**config.mk**
```make
export PLATFORM = sky130hd
export DESIGN_NAME = ps2_key_ctrl_flat
export DESIGN_NICKNAME = d
export VERILOG_FILES = /design/src/rtl/ps2_key_ctrl_if.sv /design/src/rtl/ps2_key_ctrl.sv /design/src/flat_wrapper.sv
export SDC_FILE = /design/constraint.sdc
export NUM_CORES = 1
export LEC_CHECK = 0
export ABC_AREA = 1
export BUFFER_PORTS_ARGS = -buffer_cell sky130_fd_sc_hd__buf_2
export CORE_MARGIN = 5
export CORE_UTILIZATION = 60
export DETAILED_ROUTE_END_ITERATION = 8
export GPL_TIMING_DRIVEN = 0
export HOLD_SLACK_MARGIN = 0.02
export MAX_ROUTING_LAYER = met4
export PLACE_DENSITY = 0.78
export SLEW_MARGIN = 20
export SYNTH_ARGS = -nofsm -noshare
export SYNTH_HDL_FRONTEND = slang
export SYNTH_SLANG_ARGS = --single-unit
```
**constraint.sdc**
```tcl
create_clock -name clkin -period 2.3 [get_ports clkin]
set_clock_uncertainty 0.15 [all_clocks]
set_input_delay 0.46 -clock clkin [delete_from_list [all_inputs] [get_ports clkin]]
set_output_delay 0.46 -clock clkin [all_outputs]
set_load 0.02 [all_outputs]
```
**src/rtl/ps2_key_ctrl_if.sv**
```systemverilog
// Signal bundle between the PS/2 key controller and whatever drives the pins
// and the mode switch, and reads the display and result outputs.
interface ps2_key_ctrl_if;
  logic       kbclk;     // PS/2 clock pin (asynchronous)
  logic       kbdata;    // PS/2 data pin (asynchronous)
  logic       check;     // 0 = record reference, 1 = verify against it
  logic [7:0] code;      // last accepted make code
  logic       code_vld;  // one-cycle pulse when code updates
  logic [7:0] dout;      // 7-segment pattern of code
  logic [3:0] jgout;     // 0000 none, 1010 match, 1011 mismatch
  logic       err;       // one-cycle pulse on parity/stop/timeout error

  modport master (
    output kbclk, kbdata, check,
    input  code, code_vld, dout, jgout, err
  );

  modport slave (
    input  kbclk, kbdata, check,
    output code, code_vld, dout, jgout, err
  );
endinterface

```
**src/rtl/ps2_key_ctrl.sv**
```systemverilog
// PS/2 keyboard receiver with break/extended stripping and a record/verify
// sequencer. Everything runs on clkin; the PS/2 pins are oversampled.
module ps2_key_ctrl #(
  parameter int FILT        = 4,
  parameter int TIMEOUT_CYC = 5000
) (
  input  logic           clkin,
  input  logic           rst,
  ps2_key_ctrl_if.slave  bus
);

  localparam int              TW          = $clog2(TIMEOUT_CYC + 1);
  localparam logic [3:0]      FILT_LAST   = 4'(FILT - 1);
  localparam logic [TW-1:0]   TMO_LAST    = TW'(TIMEOUT_CYC - 1);

  typedef enum logic [1:0] {S_IDLE, S_DATA, S_PARITY, S_STOP} state_t;

  logic          r_kbclk_s1, r_kbclk_s2, r_kbdata_s1, r_kbdata_s2;
  logic          r_clk_flt;
  logic [3:0]    r_flt_cnt;
  logic          w_fall;

  state_t        r_state, w_state_next;
  logic [2:0]    r_bitcnt, w_bitcnt_next;
  logic [7:0]    r_sr, w_sr_next;
  logic          r_par, w_par_next;
  logic [TW-1:0] r_tmo, w_tmo_next;
  logic          w_accept, w_frame_err;

  logic          r_brk, r_ext;
  logic          w_is_f0, w_is_e0, w_make;
  logic [7:0]    w_seg;

  logic [7:0]    r_code, r_dout, r_ref;
  logic          r_code_vld, r_ref_vld, r_err, r_check_d;
  logic [3:0]    r_jgout;

  // Two-flop synchronisers for both pins (idle level is high)
  always_ff @(posedge clkin) begin
    if (rst) begin
      r_kbclk_s1  <= 1'b1;
      r_kbclk_s2  <= 1'b1;
      r_kbdata_s1 <= 1'b1;
      r_kbdata_s2 <= 1'b1;
    end else begin
      r_kbclk_s1  <= bus.kbclk;
      r_kbclk_s2  <= r_kbclk_s1;
      r_kbdata_s1 <= bus.kbdata;
      r_kbdata_s2 <= r_kbdata_s1;
    end
  end

  // Glitch filter: level follows kbclk only after FILT consecutive differing samples
  always_ff @(posedge clkin) begin
    if (rst) begin
      r_clk_flt <= 1'b1;
      r_flt_cnt <= '0;
    end else if (r_kbclk_s2 == r_clk_flt) begin
      r_flt_cnt <= '0;
    end else if (r_flt_cnt == FILT_LAST) begin
      r_clk_flt <= r_kbclk_s2;
      r_flt_cnt <= '0;
    end else begin
      r_flt_cnt <= r_flt_cnt + 4'd1;
    end
  end

  // Fall event is the cycle in which the filtered level commits 1 -> 0
  assign w_fall = r_clk_flt & ~r_kbclk_s2 & (r_flt_cnt == FILT_LAST);

  // Frame FSM next-state: start/data/parity/stop sequencing plus inactivity timeout
  always_comb begin
    w_state_next  = r_state;
    w_bitcnt_next = r_bitcnt;
    w_sr_next     = r_sr;
    w_par_next    = r_par;
    w_tmo_next    = (r_state == S_IDLE || w_fall) ? '0 : r_tmo + TW'(1);
    w_accept      = 1'b0;
    w_frame_err   = 1'b0;
    case (r_state)
      S_IDLE: begin
        if (w_fall && !r_kbdata_s2) begin
          w_state_next  = S_DATA;
          w_bitcnt_next = '0;
        end
      end
      S_DATA: begin
        if (w_fall) begin
          w_sr_next = {r_kbdata_s2, r_sr[7:1]};
          if (r_bitcnt == 3'd7) w_state_next = S_PARITY;
          else                  w_bitcnt_next = r_bitcnt + 3'd1;
        end
      end
      S_PARITY: begin
        if (w_fall) begin
          w_par_next   = r_kbdata_s2;
          w_state_next = S_STOP;
        end
      end
      S_STOP: begin
        if (w_fall) begin
          if ((^{r_sr, r_par}) && r_kbdata_s2) w_accept    = 1'b1;
          else                                 w_frame_err = 1'b1;
          w_state_next = S_IDLE;
        end
      end
      default: w_state_next = S_IDLE;
    endcase
    // A stalled frame is abandoned; the partial byte is simply never accepted
    if (r_state != S_IDLE && !w_fall && r_tmo == TMO_LAST) begin
      w_state_next = S_IDLE;
      w_tmo_next   = '0;
      w_frame_err  = 1'b1;
    end
  end

  // Frame FSM state and datapath registers
  always_ff @(posedge clkin) begin
    if (rst) begin
      r_state  <= S_IDLE;
      r_bitcnt <= '0;
      r_sr     <= '0;
      r_par    <= 1'b0;
      r_tmo    <= '0;
      r_err    <= 1'b0;
    end else begin
      r_state  <= w_state_next;
      r_bitcnt <= w_bitcnt_next;
      r_sr     <= w_sr_next;
      r_par    <= w_par_next;
      r_tmo    <= w_tmo_next;
      r_err    <= w_frame_err;
    end
  end

  assign w_is_f0 = (r_sr == 8'hF0);
  assign w_is_e0 = (r_sr == 8'hE0);
  assign w_make  = w_accept & ~w_is_f0 & ~w_is_e0 & ~r_brk & ~r_ext;

  // Prefix tracking: the byte following F0/E0 is swallowed and clears both flags
  always_ff @(posedge clkin) begin
    if (rst) begin
      r_brk <= 1'b0;
      r_ext <= 1'b0;
    end else if (w_accept) begin
      if (w_is_f0)             r_brk <= 1'b1;
      else if (w_is_e0)        r_ext <= 1'b1;
      else if (r_brk || r_ext) begin
        r_brk <= 1'b0;
        r_ext <= 1'b0;
      end
    end
  end

  // Scancode to 7-segment lookup (hex digits 1..9, 0, A..F)
  always_comb begin
    w_seg = 8'h00;
    case (r_sr)
      8'h16: w_seg = 8'h06;
      8'h1E: w_seg = 8'h5B;
      8'h26: w_seg = 8'h4F;
      8'h25: w_seg = 8'h66;
      8'h2E: w_seg = 8'h6D;
      8'h36: w_seg = 8'h7D;
      8'h3D: w_seg = 8'h07;
      8'h3E: w_seg = 8'h7F;
      8'h46: w_seg = 8'h6F;
      8'h45: w_seg = 8'h3F;
      8'h1C: w_seg = 8'h77;
      8'h32: w_seg = 8'h7C;
      8'h21: w_seg = 8'h39;
      8'h23: w_seg = 8'h5E;
      8'h24: w_seg = 8'h79;
      8'h2B: w_seg = 8'h71;
      default: w_seg = 8'h00;
    endcase
  end

  // Record/verify sequencer; a mode change with no new key clears the result
  always_ff @(posedge clkin) begin
    if (rst) begin
      r_code     <= '0;
      r_code_vld <= 1'b0;
      r_dout     <= '0;
      r_ref      <= '0;
      r_ref_vld  <= 1'b0;
      r_jgout    <= '0;
      r_check_d  <= 1'b0;
    end else begin
      r_check_d  <= bus.check;
      r_code_vld <= w_make;
      if (w_make) begin
        r_code <= r_sr;
        r_dout <= w_seg;
        if (!bus.check) begin
          r_ref     <= r_sr;
          r_ref_vld <= 1'b1;
          r_jgout   <= 4'b0000;
        end else begin
          r_jgout <= (r_ref_vld && r_sr == r_ref) ? 4'b1010 : 4'b1011;
        end
      end else if (bus.check != r_check_d) begin
        r_jgout <= 4'b0000;
      end
    end
  end

  assign bus.code     = r_code;
  assign bus.code_vld = r_code_vld;
  assign bus.dout     = r_dout;
  assign bus.jgout    = r_jgout;
  assign bus.err      = r_err;

endmodule
```
**src/flat_wrapper.sv**
```systemverilog
// flat-port wrapper written by rule: the top's interface ports become plain ports
module ps2_key_ctrl_flat 
#(
  parameter int FILT        = 4,
  parameter int TIMEOUT_CYC = 5000
)
  (clkin, rst, bus_kbclk, bus_kbdata, bus_check, bus_code, bus_code_vld, bus_dout, bus_jgout, bus_err);
  ps2_key_ctrl_if bus_i ();
  input  logic clkin;
  input  logic rst;
  input wire logic [$bits(bus_i.kbclk)-1:0] bus_kbclk;
  input wire logic [$bits(bus_i.kbdata)-1:0] bus_kbdata;
  input wire logic [$bits(bus_i.check)-1:0] bus_check;
  output wire logic [$bits(bus_i.code)-1:0] bus_code;
  output wire logic [$bits(bus_i.code_vld)-1:0] bus_code_vld;
  output wire logic [$bits(bus_i.dout)-1:0] bus_dout;
  output wire logic [$bits(bus_i.jgout)-1:0] bus_jgout;
  output wire logic [$bits(bus_i.err)-1:0] bus_err;
  assign bus_i.kbclk = bus_kbclk;
  assign bus_i.kbdata = bus_kbdata;
  assign bus_i.check = bus_check;
  assign bus_code = bus_i.code;
  assign bus_code_vld = bus_i.code_vld;
  assign bus_dout = bus_i.dout;
  assign bus_jgout = bus_i.jgout;
  assign bus_err = bus_i.err;
  ps2_key_ctrl #(.FILT(FILT), .TIMEOUT_CYC(TIMEOUT_CYC)) u_core (.clkin(clkin), .rst(rst), .bus(bus_i));
endmodule
```
---- Yosys cells after proc, flatten, opt, wreduce, memory -nomap -nowiden ----
Cells that the tools add are included.
word-level totals
  input port bits ......................... 5
  register bits ........................... 70
cells by class
  add/sub/neg operators ................... 3
  equal/unequal tests ..................... 34
  multiplexer cells ....................... 26
  reductions and logical operators ........ 27
  bitwise logic cells ..................... 13
operator list
  kind                     count
  $pmux W7 S16             1
  $eq A8 B6 Y1 const B     11
  $eq A8 B5 Y1 const B     3
  $eq A8 B7 Y1 const B     2
  $eq A8 B8 Y1 const B     2
  $add A13 B1 Y13 const B  1
  $eq A13 B13 Y1 const B   1
  $mux W1                  12
  $mux W4                  3
  $mux W2                  5
  $ne A2 B1 Y1 const B     5
  $reduce_bool A2 Y1       5
  $mux W3                  3
  $reduce_xor A9 Y1        1
  $eq A8 B8 Y1             1
  $pmux W2 S4              1
  $reduce_and A2 Y1        4
  $not A1 Y1               7
  $and A1 B1 Y1            6
  $pmux W3 S2              1
  $reduce_and A3 Y1        2
  $reduce_or A3 Y1         2
  $logic_and A1 B1 Y1      5
  $reduce_and A5 Y1        1
  other kinds (14)         18

---- Depth between registers and ports, before layout ----
Gate-level depths: netlist (run 1).
  depth after elaboration ................. 10
  mapped depth ............................ 14
  depth with buffers taken out ............ 13

---- Worst setup path after synthesis (run 1) ----
OpenSTA, ideal clock, no wires.
  path kind ............................... flip-flop to flip-flop
  start point ............................. register u_core.r_flt_cnt[0]
  end point ............................... register u_core.r_code[5], in the netlist u_core.bus.code[5]
  setup time .............................. 134 ps
  stages on the path, launching flop included .. 10
  period minus slack after synthesis ...... 1819 ps
  required time ........................... 2016 ps
  data arrival time ....................... 1535 ps
  slack ................................... 481 ps
  path buffers ............................ 1
  cell sequence ........................... dfxtp_1 ha_1 nand3_2 nor2_2 nand2_1 inv_1 nand4_4 buf_6 nor2_1 nor3b_2
between the ends
  longest elaborated chain between the ends .. 8
ends and longest elaborated chain
  item                        RTL line             text
  from (decl)                 ps2_key_ctrl.sv:20   logic [3:0] r_flt_cnt;
  from (signal assigned)      ps2_key_ctrl.sv:64   r_flt_cnt <= r_flt_cnt + 4'd1;
  $eq A4 B2 Y1                ps2_key_ctrl.sv:69   assign w_fall = r_clk_flt & ~r_kbclk_s2 & (r_flt_cnt == FILT_LAST);
  $and A1 B1 Y1               ps2_key_ctrl.sv:69
  $mux W1                     ps2_key_ctrl.sv:101  if (w_fall) begin
  $mux W1                     ps2_key_ctrl.sv:80   case (r_state)
  $and A1 B1 Y1 (4 in a row)  ps2_key_ctrl.sv:138  assign w_make = w_accept & ~w_is_f0 & ~w_is_e0 & ~r_brk & ~r_ext;
  to (signal assigned)        ps2_key_ctrl.sv:193  r_code <= r_sr;
  to (decl)                   ps2_key_ctrl.sv:34   logic [7:0] r_code, r_dout, r_ref;
Every way passes these cells.
A chain may end at the register's enable or synchronous reset.

---- Final worst setup path (run 1) ----
  start point ............................. register u_core.r_sr[6]
  end point ............................... register u_core.r_dout[5], in the netlist u_core.bus.dout[5]
between the ends
  longest elaborated chain between the ends .. 9
ends and longest elaborated chain
  item                        RTL line             text
  from (decl)                 ps2_key_ctrl.sv:25   logic [7:0] r_sr, w_sr_next;
  from (signal assigned)      ps2_key_ctrl.sv:129  r_sr <= w_sr_next;
  $reduce_xor A9 Y1           ps2_key_ctrl.sv:102  if ((^{r_sr, r_par}) && r_kbdata_s2) w_accept = 1'b1;
  $logic_and A1 B1 Y1         ps2_key_ctrl.sv:102
  $mux W1                     ps2_key_ctrl.sv:102
  $mux W1                     ps2_key_ctrl.sv:101
  $mux W1                     ps2_key_ctrl.sv:80
  $and A1 B1 Y1 (4 in a row)  ps2_key_ctrl.sv:138
  to (signal assigned)        ps2_key_ctrl.sv:194  r_dout <= w_seg;
  to (decl)                   ps2_key_ctrl.sv:34
Parallel ways exist; a longest one is shown, timed or not.

==> results of run 1 <==
-- sequential cells by signal, indices dropped and copies added (netlist names) --
signal	cells
u_core.r_tmo	13
u_core.bus.code	8
u_core.r_ref	8
u_core.r_sr	8
u_core.bus.dout	7
u_core.r_flt_cnt	4
u_core.r_bitcnt	3
u_core.bus.jgout	2
u_core.r_state	2
u_core.bus.code_vld	1
u_core.bus.err	1
u_core.r_brk	1
u_core.r_check_d	1
u_core.r_clk_flt	1
u_core.r_ext	1
u_core.r_kbclk_s1	1
u_core.r_kbclk_s2	1
u_core.r_kbdata_s1	1
u_core.r_kbdata_s2	1
u_core.r_par	1
u_core.r_ref_vld	1
-- metal layers --
| metal | vias to the layer above | wire (um) |
|---|---|---|
| met5 | - | 0 |
| met4 | 0 | 113 |
| met3 | 12 | 358 |
| met2 | 58 | 3470 |
| met1 | 1399 | 3370 |
| li1 | 1626 | - |
-- worst max path at each step --
stage                                    from            endpoint  slack (ns)
after floorplan           u_core.r_flt_cnt[0]  u_core.bus.code[5]        0.48
after global placement         u_core.r_sr[6]  u_core.bus.dout[5]        0.23
after detailed placement  u_core.r_flt_cnt[0]     u_core.r_ref[7]        0.20
after CTS                      u_core.r_sr[6]  u_core.bus.dout[5]        0.19
after global routing      u_core.r_flt_cnt[0]     u_core.r_ref[5]        0.01
final                          u_core.r_sr[6]  u_core.bus.dout[5]        0.17
-- worst max-delay path: stages, from the launching register on --
cell	delay (ns)
sky130_fd_sc_hd__dfxtp_1	0.31
sky130_fd_sc_hd__buf_2	0.19
sky130_fd_sc_hd__inv_2	0.09
sky130_fd_sc_hd__nor4_1	0.59
sky130_fd_sc_hd__o21ai_0	0.32
sky130_fd_sc_hd__nand2_1	0.15
sky130_fd_sc_hd__nor2_1	0.06
sky130_fd_sc_hd__nand4_1	0.11
sky130_fd_sc_hd__nand2_1	0.06
sky130_fd_sc_hd__nand2_1	0.06
-- what timing repair did --
action                     in CTS  in global routing
setup endpoints to repair       0                  8
gates resized for setup         0                  2
hold buffers                    0                  0
buffers inserted                0                  0
-- cell families after synthesis --
| family | Yosys count | share of synthesized area |
|---|---|---|
| AOI/OAI and AO/OA | 60 | 0.0922 |
| and+or+nand+nor | 256 | 0.362 |
| xor gates and xnor gates | 10 | 0.0247 |
| adders and majority gates | 9 | 0.0318 |
| DFF | 67 | 0.379 |
| other | 1 | 0.00106 |
| buffers and inverters | 83 | 0.109 |
-- power breakdown --
part           total, mW  internal (mW)  leakage (nW)  switching, mW
sequential          1.21           1.19         0.541         0.0202
combinational      0.183         0.0584          1.22          0.124
clock               1.04          0.586         0.108          0.455
-- stage by stage --
stage | power [mW] | utilization | worst slack (ns) | std cells | hold slack, ns
5_1_grt | 2.53 | 0.684 | 0.0140 | 601 | 0.130
4_1_cts | 2.44 | 0.682 | 0.190 | 601 | 0.136
2_1_floorplan | 1.37 | - | 0.481 | 487 | 0.239
3_3_place_gp | 1.40 | 0.646 | 0.229 | 585 | 0.240
3_5_place_dp | 1.41 | 0.646 | 0.199 | 585 | 0.247
6_report | 2.43 | 0.684 | 0.165 | 601 | 0.146
-- placed cells by master (no fill, tap or decap), drive strengths merged --
cell type  count
ha             9
clkinv         2
a211oi         1
nand3b         1
nor2          66
o31ai          2
clkbuf        16
o22ai          3
nor4           2
clkinvlp       1
nand3         38
xor2           6
dfxtp         67
o2111ai        1
o211ai         2
a21oi         28
o21ai         21
xnor2          4
nor3b         10
conb           2
or2            5
inv           61
nor4b          1
nor3          22
nand2        105
nand4          6
buf           41
o21a           1
o311ai         1
bufinv         1
-- cell type report --
| class | count | area [sq um] |
|---|---|---|
| clock buffer | 12 | 165 |
| sequential | 67 | 1340 |
| timing repair buffer | 23 | 115 |
| inverter | 61 | 239 |
| buffer | 22 | 149 |
| clock inverter | 4 | 47.5 |
| tap | 75 | 93.8 |
| fill | 513 | 1840 |
| multi-input combinational | 337 | 1820 |
==> run_results.csv, run 1 <==
group,metric,value,unit
logic_synthesis,synth_seq_area_share,0.379,
grt,grtUsageMet1,0.266,
timing,relSlewSlack,0.539,
grt,initial_antenna_violation_count,0,
placed_design,dp.final_hpwl,5420,um
logic_synthesis,async_flop_share,0,
logic_synthesis,synth_enable_flop_cells,0,
logic_synthesis,synth_top_flop_cell,"sky130_fd_sc_hd__dfxtp_1",
floorplan,die_h,86.8,um
routing,vias_per_cell,5.15,
placed_design,io_buffer_count,23,
logic_synthesis,synth_cell_types,42,
floorplan,num_rows,28,
critical_path,critical_path_endpoint_category,"flip-flop",
layout,layout-drive-gt1-share,0.190,
logic_synthesis,post_synthesis_instance_total,486,
timing,tightest_slew,0.686,ns
layout,design.final.nets,535,
critical_path,crit_path_max_fanout,9,
logic_synthesis,yosys_warnings,0,
critical_path,timing.rr.start,"u_core.r_sr[6]",
clock_network,numCtsBuffers,9,
placed_design,gpl.final_weighted_congestion,0.880,
critical_path,critical_path_class,"reg -> reg",
floorplan,ios,27,
flow_run,cap_violations,0,
power_and_ir_drop,total_leakage_power,1.87,nW
grt,first_global_vias,2911,
floorplan,chipWidth,86.8,um
routing,dr.pass1.iters,4,
critical_path,r2r_cells,9,
floorplan,initial_util,0.609,
clock_network,cts_max_level,3,
routing,antenna_left,0,
critical_path,timing.rr.end,"u_core.bus.dout[5]",
logic_synthesis,post_synth_most_frequent_cells,"sky130_fd_sc_hd__nand2_1, sky130_fd_sc_hd__dfxtp_1, sky130_fd_sc_hd__nor2_1",
critical_path,setup.worst_path.start_class,"flip-flop",
timing,max_freq,0.468,GHz
layout,n_diodes,0,
critical_path,reg2reg_slack,0.17,ns
routing,routedWlPerCell,12.2,um
placed_design,detailed_place.area,0.00375,sq mm
routing,wl,7310,um
power_and_ir_drop,irDropWorstVdd,0.365,mV
grt,grtUsageMet3,0.0399,
min_path,min-delay-start,"bus_kbclk",
timing,period_minus_slack,2.13,ns
logic_synthesis,yosysTopAreaCell,"sky130_fd_sc_hd__dfxtp_1",
min_path,min_to,"u_core.r_kbclk_s1",
floorplan,core_area,0.00582,sq mm
timing,final.period_utilization,0.928,
logic_synthesis,cell_with_the_most_instances_after_synthesis,"sky130_fd_sc_hd__nand2_1",
power_and_ir_drop,power_per_cell_area,611,mW/mm^2
grt,grt_overflow_total,0,
layout,finalInstanceArea,0.00398,sq mm
routing,drt_iter0_drc,235,
critical_path,arrival,2.27,ns
grt,groute.layer.met2.usage,0.352,
floorplan,area_enclosed_by_the_die_boundary,0.00754,sq mm
logic_synthesis,synth.ff_latch_count,67,
routing,detailroute.via_count,3095,
grt,top_usage_layer,"met2",
grt,grt_max_degree,12,
clock_network,worst_skew_pair.late_latency,0.34,ns
clock_network,cts_tree,"done",
min_path,hold_path_class,"in -> reg",
logic_synthesis,post_synth_instance_area,0.00354,sq mm
logic_synthesis,post_synth_main_area_contributors,"sky130_fd_sc_hd__dfxtp_1, sky130_fd_sc_hd__nand2_1, sky130_fd_sc_hd__nor2_1, sky130_fd_sc_hd__inv_1, sky130_fd_sc_hd__nand3_1",
routing,drc_errors,0,
grt,grt_use_total,0.217,
clock_network,clock_tree.buffer_depth,2,
status,status,"finished clean",
timing,finalMaxSlewViolations,0,
timing,final_setup_violations,0,
min_path,hold-path-cell-count,2,
critical_path,cp.required,2.44,ns
logic_synthesis,avgSynthCellArea,7.29,sq um
clock_network,cts.sinks,67,
timing,rsz0062_at_grt,"no",
clock_network,clkSlewWorstSetupHoldPaths,0.07,ns
timing,final-hold-violation-count,0,
grt,grt_pass1_wl,12800,um
timing,setup_total_negative_slack,0,ns
clock_network,cts.root.buffer_cell,"sky130_fd_sc_hd__clkbuf_8",
layout,flow.area_growth_from_synthesis,12.2,%
logic_synthesis,synth_largest_type_area_fraction,0.379,
(Power assumes the default switching activity.)
==> inputs of run 2 (changes only) <==
--- a/config.mk
+++ b/config.mk
@@ -7,6 +7,7 @@
 export LEC_CHECK = 0
 export ABC_AREA = 1
 export BUFFER_PORTS_ARGS = -buffer_cell sky130_fd_sc_hd__buf_2
+export CORE_ASPECT_RATIO = 0.5
 export CORE_MARGIN = 5
 export CORE_UTILIZATION = 60
 export DETAILED_ROUTE_END_ITERATION = 8
==> constraint.sdc (replaced) <==
create_clock -name clkin -period 2.34 [get_ports clkin]
set_clock_uncertainty 0.15 [all_clocks]
set_input_delay 0.468 -clock clkin [delete_from_list [all_inputs] [get_ports clkin]]
set_output_delay 0.468 -clock clkin [all_outputs]
set_load 0.02 [all_outputs]
==> run 2 against run 1 <==
Sequential cell count stayed put. Global-route usage is 0.70 points lower. Utilization is 4.5 points higher. Non-clock buffer count stayed put. Highest routed layer unchanged. Register-to-register slack better by 0.05 ns. Fmax is 0.38% higher. Via count is 0.97% higher. Largest power group is now the clock network. Die area is 1.2% higher. Clock-buffer cell count stayed put. Critical endpoint is now u_core.r_ref[7].
==> run_results.csv, run 2 (synthesis results as in run 1) <==
group,metric,value,unit
floorplan,area_enclosed_by_the_die_boundary,0.00763,sq mm
grt,first_global_vias,2755,
critical_path,critical_path_endpoint_category,"flip-flop",
critical_path,reg2reg_slack,0.21,ns
layout,layout-drive-gt1-share,0.186,
critical_path,crit_path_max_fanout,10,
grt,grt_overflow_total,0,
critical_path,cp.required,2.40,ns
layout,regArea,0.00134,sq mm
timing,setup_total_negative_slack,0,ns
critical_path,r2r_cells,9,
clock_network,cts_tree,"done",
critical_path,critical_path_class,"reg -> reg",
clock_network,cts.root.buffer_cell,"sky130_fd_sc_hd__clkbuf_16",
timing,rsz0062_at_grt,"no",
routing,detailroute.via_count,3125,
critical_path,setup.worst_path.start_class,"flip-flop",
floorplan,core_area,0.00561,sq mm
layout,regMostFlops,"u_core.r_tmo",
placed_design,io_buffer_count,23,
layout,final_cell_mix,"sky130_fd_sc_hd__nand2_1, sky130_fd_sc_hd__dfxtp_1, sky130_fd_sc_hd__nor2_1",
timing,max_freq,0.470,GHz
layout,design.final.nets,535,
critical_path,critical_path.slowest_cell,"sky130_fd_sc_hd__dfxtp_1",
status,status,"finished clean",
critical_path,arrival,2.19,ns
floorplan,num_rows,19,
placed_design,placed_cells,583,
power_and_ir_drop,total_leakage_power,1.92,nW
floorplan,die_h,64.3,um
timing,period_minus_slack,2.13,ns
timing,relSlewSlack,0.547,
clock_network,clkSlewWorstSetupHoldPaths,0.05,ns
routing,wl,7320,um
critical_path,timing.rr.end,"u_core.r_ref[7]",
layout,final.fill_count,451,
timing,final_setup_violations,0,
clock_network,cts_max_level,3,
timing,final.period_utilization,0.909,
layout,layout.cells.non_filler,599,
grt,grt_pass1_wl,12500,um
critical_path,cpPeakStageDelay,0.35,ns
clock_network,cts_hold_buffers,0,
layout,commonest_non_fill_non_tap_cell_in_the_layout,"sky130_fd_sc_hd__nand2_1",
layout,largest_register_ffs,13,
layout,flow.area_growth_from_synthesis,15.4,%
routing,drt_iter0_drc,161,
flow_run,cap_violations,0,
floorplan,ios,27,
placed_design,dp.final_hpwl,5380,um
layout,n_diodes,0,
floorplan,chipWidth,119,um
power_and_ir_drop,irDropWorstVdd,0.651,mV
grt,initial_antenna_violation_count,0,
critical_path,cp_num_buf_inv,2,
power_and_ir_drop,power_per_cell_area,689,mW/mm^2
clock_network,cts.sinks,67,
clock_network,numCtsBuffers,9,
layout,multi_input_comb_area,0.00182,sq mm
routing,dr.pass1.iters,5,
clock_network,worst_skew_pair.late_latency,0.33,ns
timing,tightest_slew,0.679,ns
critical_path,timing.critical_path.cells,"ha_1, nand3_2, nor2_2, nand2_1, inv_1, nand4_4, buf_4, nor3_2, nor2_1",
clock_network,clock_tree.buffer_depth,2,
grt,grt_use_total,0.210,
routing,routedWlPerCell,12.2,um
routing,antenna_left,0,
critical_path,cp-startpoint,"u_core.r_flt_cnt[0]",
critical_path,worstSetupEndpoint,"u_core.r_ref[7]",
critical_path,timing.rr.start,"u_core.r_flt_cnt[0]",
critical_path,path_depth,9,
min_path,hold_path_class,"in -> reg",
floorplan,initial_util,0.631,
critical_path,path_delay_family,"simple AND/OR/NAND/NOR gates",
timing,final-hold-violation-count,0,
timing,finalMaxSlewViolations,0,
grt,grt_max_degree,12,
routing,vias_per_cell,5.22,
routing,drc_errors,0,
placed_design,gpl.final_weighted_congestion,0.933,
run 2: changes by cell type in the layout (fill, tap and decap cells not counted):
cell and change:
sky130_fd_sc_hd__nand3_1 +1, sky130_fd_sc_hd__nor2_2 -1, sky130_fd_sc_hd__clkbuf_16 +9, sky130_fd_sc_hd__nor4_2 +1, sky130_fd_sc_hd__clkinv_2 -1, sky130_fd_sc_hd__nor4_1 -1, sky130_fd_sc_hd__clkbuf_8 -10, sky130_fd_sc_hd__bufinv_16 +1
sky130_fd_sc_hd__nor2_1 +1, sky130_fd_sc_hd__nand3_2 -1, sky130_fd_sc_hd__clkbuf_1 +1
run 2: through the flow:
step | area (sq um) | power (mW) | setup slack [ns] | hold WS [ns] | utilization
3_3_place_gp | 3750 | 1.38 | 0.253 | 0.242 | 0.669
4_1_cts | 4080 | 2.85 | 0.216 | 0.157 | 0.727
3_5_place_dp | 3750 | 1.39 | 0.235 | 0.242 | 0.669
5_1_grt | 4090 | 2.94 | 0.0463 | 0.179 | 0.729
2_1_floorplan | 3550 | 1.35 | 0.521 | 0.239 | -
6_report | 4090 | 2.82 | 0.213 | 0.171 | 0.729
run 2: cell type report:
cell class	count	area share
plain buffers	22	0.0364
clock buffers	12	0.0627
clock inverters	4	0.0178
inverters	61	0.0585
multi-input cells	337	0.446
flip-flops and latches	67	0.328
well taps	73	0.0223
repair buffers	23	0.0282
run 2: report_power, final:
part | internal (mW) | switching, mW
clock network | 0.988 | 0.464
logic | 0.0565 | 0.119
registers | 1.17 | 0.0221
run 2: worst min path at each step:
stage | to | startpoint | slack (ns) | cells past startpoint
after floorplan | u_core.r_kbclk_s2 | u_core.r_kbclk_s1 | 0.24 | 1
after global placement | u_core.r_kbdata_s2 | u_core.r_kbdata_s1 | 0.24 | 1
after detailed placement | u_core.r_kbclk_s2 | u_core.r_kbclk_s1 | 0.24 | 1
after CTS | u_core.r_kbclk_s1 | bus_kbclk | 0.16 | 2
after global routing | u_core.r_kbclk_s1 | bus_kbclk | 0.18 | 2
final | u_core.r_kbclk_s1 | bus_kbclk | 0.17 | 2
run 2: what timing repair did:
item / in CTS / in global routing
setup buffers: 0 / 0
setup endpoints to repair: 0 / 2
gates resized for setup: 0 / 1
run 2: metal layers:
metal | vias up | global-route usage | wire length, um
met3 | 15 | 0.0705 | 421
met1 | 1393 | 0.251 | 3510
met2 | 78 | 0.337 | 3270
met4 | 0 | 0.0707 | 116
met5 | - | - | 0
li1 | 1639 | - | -
==> inputs of run 3 (changes only) <==
--- a/config.mk
+++ b/config.mk
@@ -15,6 +15,7 @@
 export HOLD_SLACK_MARGIN = 0.02
 export MAX_ROUTING_LAYER = met4
 export PLACE_DENSITY = 0.78
+export RECOVER_POWER = 50
 export SLEW_MARGIN = 20
 export SYNTH_ARGS = -nofsm -noshare
 export SYNTH_HDL_FRONTEND = slang
==> run 3 against run 2 <==
Wire length down 0.12%. Highest routed layer unchanged. Via count down 0.32%. Clock power about the same. Global-route usage unchanged. Utilization down 0.45 points. Critical path depth unchanged. Critical endpoint unchanged.
==> run_results.csv, run 3 (synthesis results as in run 1) <==
group,metric,value,unit
status,status,"finished clean",
layout,design.final.nets,535,
floorplan,core_area,0.00561,sq mm
timing,setup_total_negative_slack,0,ns
grt,first_global_vias,2755,
power_and_ir_drop,power_per_cell_area,694,mW/mm^2
layout,flow.area_growth_from_synthesis,14.7,%
layout,largest_register_ffs,13,
timing,final-hold-violation-count,0,
power_and_ir_drop,total_leakage_power,1.84,nW
routing,detailroute.wirelength.met2,3240,um
critical_path,timing.rr.start,"u_core.r_flt_cnt[0]",
floorplan,initial_util,0.631,
timing,rsz0062_at_grt,"no",
timing,layout_setup_ws,0.210,ns
layout,layout-drive-gt1-share,0.148,
clock_network,numCtsBuffers,9,
critical_path,r2r_cells,9,
clock_network,cts_max_level,3,
routing,drc_errors,0,
placed_design,io_buffer_count,23,
clock_network,worst_skew_pair.late_latency,0.33,ns
routing,highest_layer,"met4",
critical_path,arrival,2.19,ns
power_and_ir_drop,irDropWorstVdd,0.651,mV
timing,max_freq,0.469,GHz
routing,met3_length,463,um
grt,grt_use_total,0.210,
critical_path,cp-startpoint,"u_core.r_flt_cnt[0]",
floorplan,chipWidth,119,um
layout,commonest_non_fill_non_tap_cell_in_the_layout,"sky130_fd_sc_hd__nand2_1",
timing,final.period_utilization,0.910,
grt,grt_max_degree,12,
clock_network,cts.sinks,67,
routing,antenna_left,0,
routing,wl,7310,um
clock_network,clkSlewWorstSetupHoldPaths,0.05,ns
placed_design,gpl.final_weighted_congestion,0.933,
timing,final_setup_violations,0,
floorplan,die_h,64.3,um
critical_path,critical_path_endpoint_category,"flip-flop",
critical_path,timing.critical_path.cells,"ha_1, nand3_2, nor2_2, nand2_1, inv_1, nand4_4, buf_4, nor3_2, nor2_1",
routing,drt_iter0_drc,145,
clock_network,cts.root.buffer_cell,"sky130_fd_sc_hd__clkbuf_16",
routing,routedWlPerCell,12.2,um
routing,detailroute.via_count,3115,
routing,met1Wirelength,3480,um
floorplan,area_enclosed_by_the_die_boundary,0.00763,sq mm
layout,final.fill_count,462,
flow_run,cap_violations,0,
critical_path,timing.rr.end,"u_core.r_ref[7]",
grt,grt_pass1_wl,12500,um
grt,grt_overflow_total,0,
critical_path,reg2reg_slack,0.21,ns
routing,vias_per_cell,5.20,
grt,initial_antenna_violation_count,0,
layout,regMostFlops,"u_core.r_tmo",
layout,n_diodes,0,
critical_path,cpPeakStageDelay,0.35,ns
critical_path,critical_path_class,"reg -> reg",
placed_design,dp.final_hpwl,5380,um
layout,final_cell_mix,"sky130_fd_sc_hd__nand2_1, sky130_fd_sc_hd__dfxtp_1, sky130_fd_sc_hd__nor2_1",
routing,dr.pass1.iters,6,
timing,period_minus_slack,2.13,ns
timing,relSlewSlack,0.552,
clock_network,cts_tree,"done",
critical_path,worstSetupEndpoint,"u_core.r_ref[7]",
critical_path,setup.worst_path.start_class,"flip-flop",
layout,multi_input_comb_area,0.00182,sq mm
critical_path,cp.required,2.40,ns
placed_design,pre_cts_slack,0.235,ns
floorplan,ios,27,
timing,tightest_slew,0.672,ns
clock_network,clock_tree.buffer_depth,2,
timing,finalMaxSlewViolations,0,
min_path,hold_path_class,"in -> reg",
floorplan,num_rows,19,
critical_path,critical_path.slowest_cell,"sky130_fd_sc_hd__dfxtp_1",
clock_network,cts_hold_buffers,0,
layout,regArea,0.00134,sq mm
critical_path,crit_path_max_fanout,10,
## run 3: how the worst min path moves through the flow
stage / startpoint / end / cells after the start
after floorplan: u_core.r_kbclk_s1 / u_core.r_kbclk_s2 / 1
after global placement: u_core.r_kbdata_s1 / u_core.r_kbdata_s2 / 1
after detailed placement: u_core.r_kbclk_s1 / u_core.r_kbclk_s2 / 1
after CTS: bus_kbclk / u_core.r_kbclk_s1 / 2
after global routing: bus_kbclk / u_core.r_kbclk_s1 / 2
final: bus_kbclk / u_core.r_kbclk_s1 / 2
## run 3: critical path, delay by kind of cell, from the launching register on
family                   cells  cell delay [ns]
AND/OR/NAND/NOR              6             0.90
adder cells (fa/ha/maj)      1             0.21
buffers and inverters        2             0.41
flip-flops                   1             0.35
## run 3: metal layers
| layer | GRT usage | vias to the layer above |
|---|---|---|
| met5 | - | - |
| met4 | 0.0707 | 0 |
| met3 | 0.0705 | 15 |
| met2 | 0.337 | 74 |
| met1 | 0.251 | 1384 |
| li1 | - | 1642 |
## run 3: metrics by stage
step                      hold slack (ns)   util  total power [mW]  cells  area [sq um]
after global routing                0.179  0.724              2.94    599          4060
after detailed placement            0.242  0.669              1.39    583          3750
after floorplan                     0.239      -              1.35    487          3550
final                               0.171  0.724              2.82    599          4060
after CTS                           0.157  0.727              2.85    599          4080
after global placement              0.242  0.669              1.38    583          3750
## run 3: area by class of cell
class	count	area share
clock inverter	4	0.0179
multi-input combinational	337	0.449
clock buffer	12	0.0631
inverter	61	0.0588
sequential	67	0.330
timing repair buffer	23	0.0222
tap	73	0.0225
buffer	22	0.0366
## run 3: power breakdown
group / internal, mW / total [mW] / switching, mW
clock network: 0.988 / 1.45 / 0.465
logic: 0.0565 / 0.176 / 0.120
registers: 1.17 / 1.19 / 0.0221
## run 3: timing repair
item	CTS	global route
endpoints found under the setup margin	0	2
gates resized for setup	0	1
setup buffers	0	0
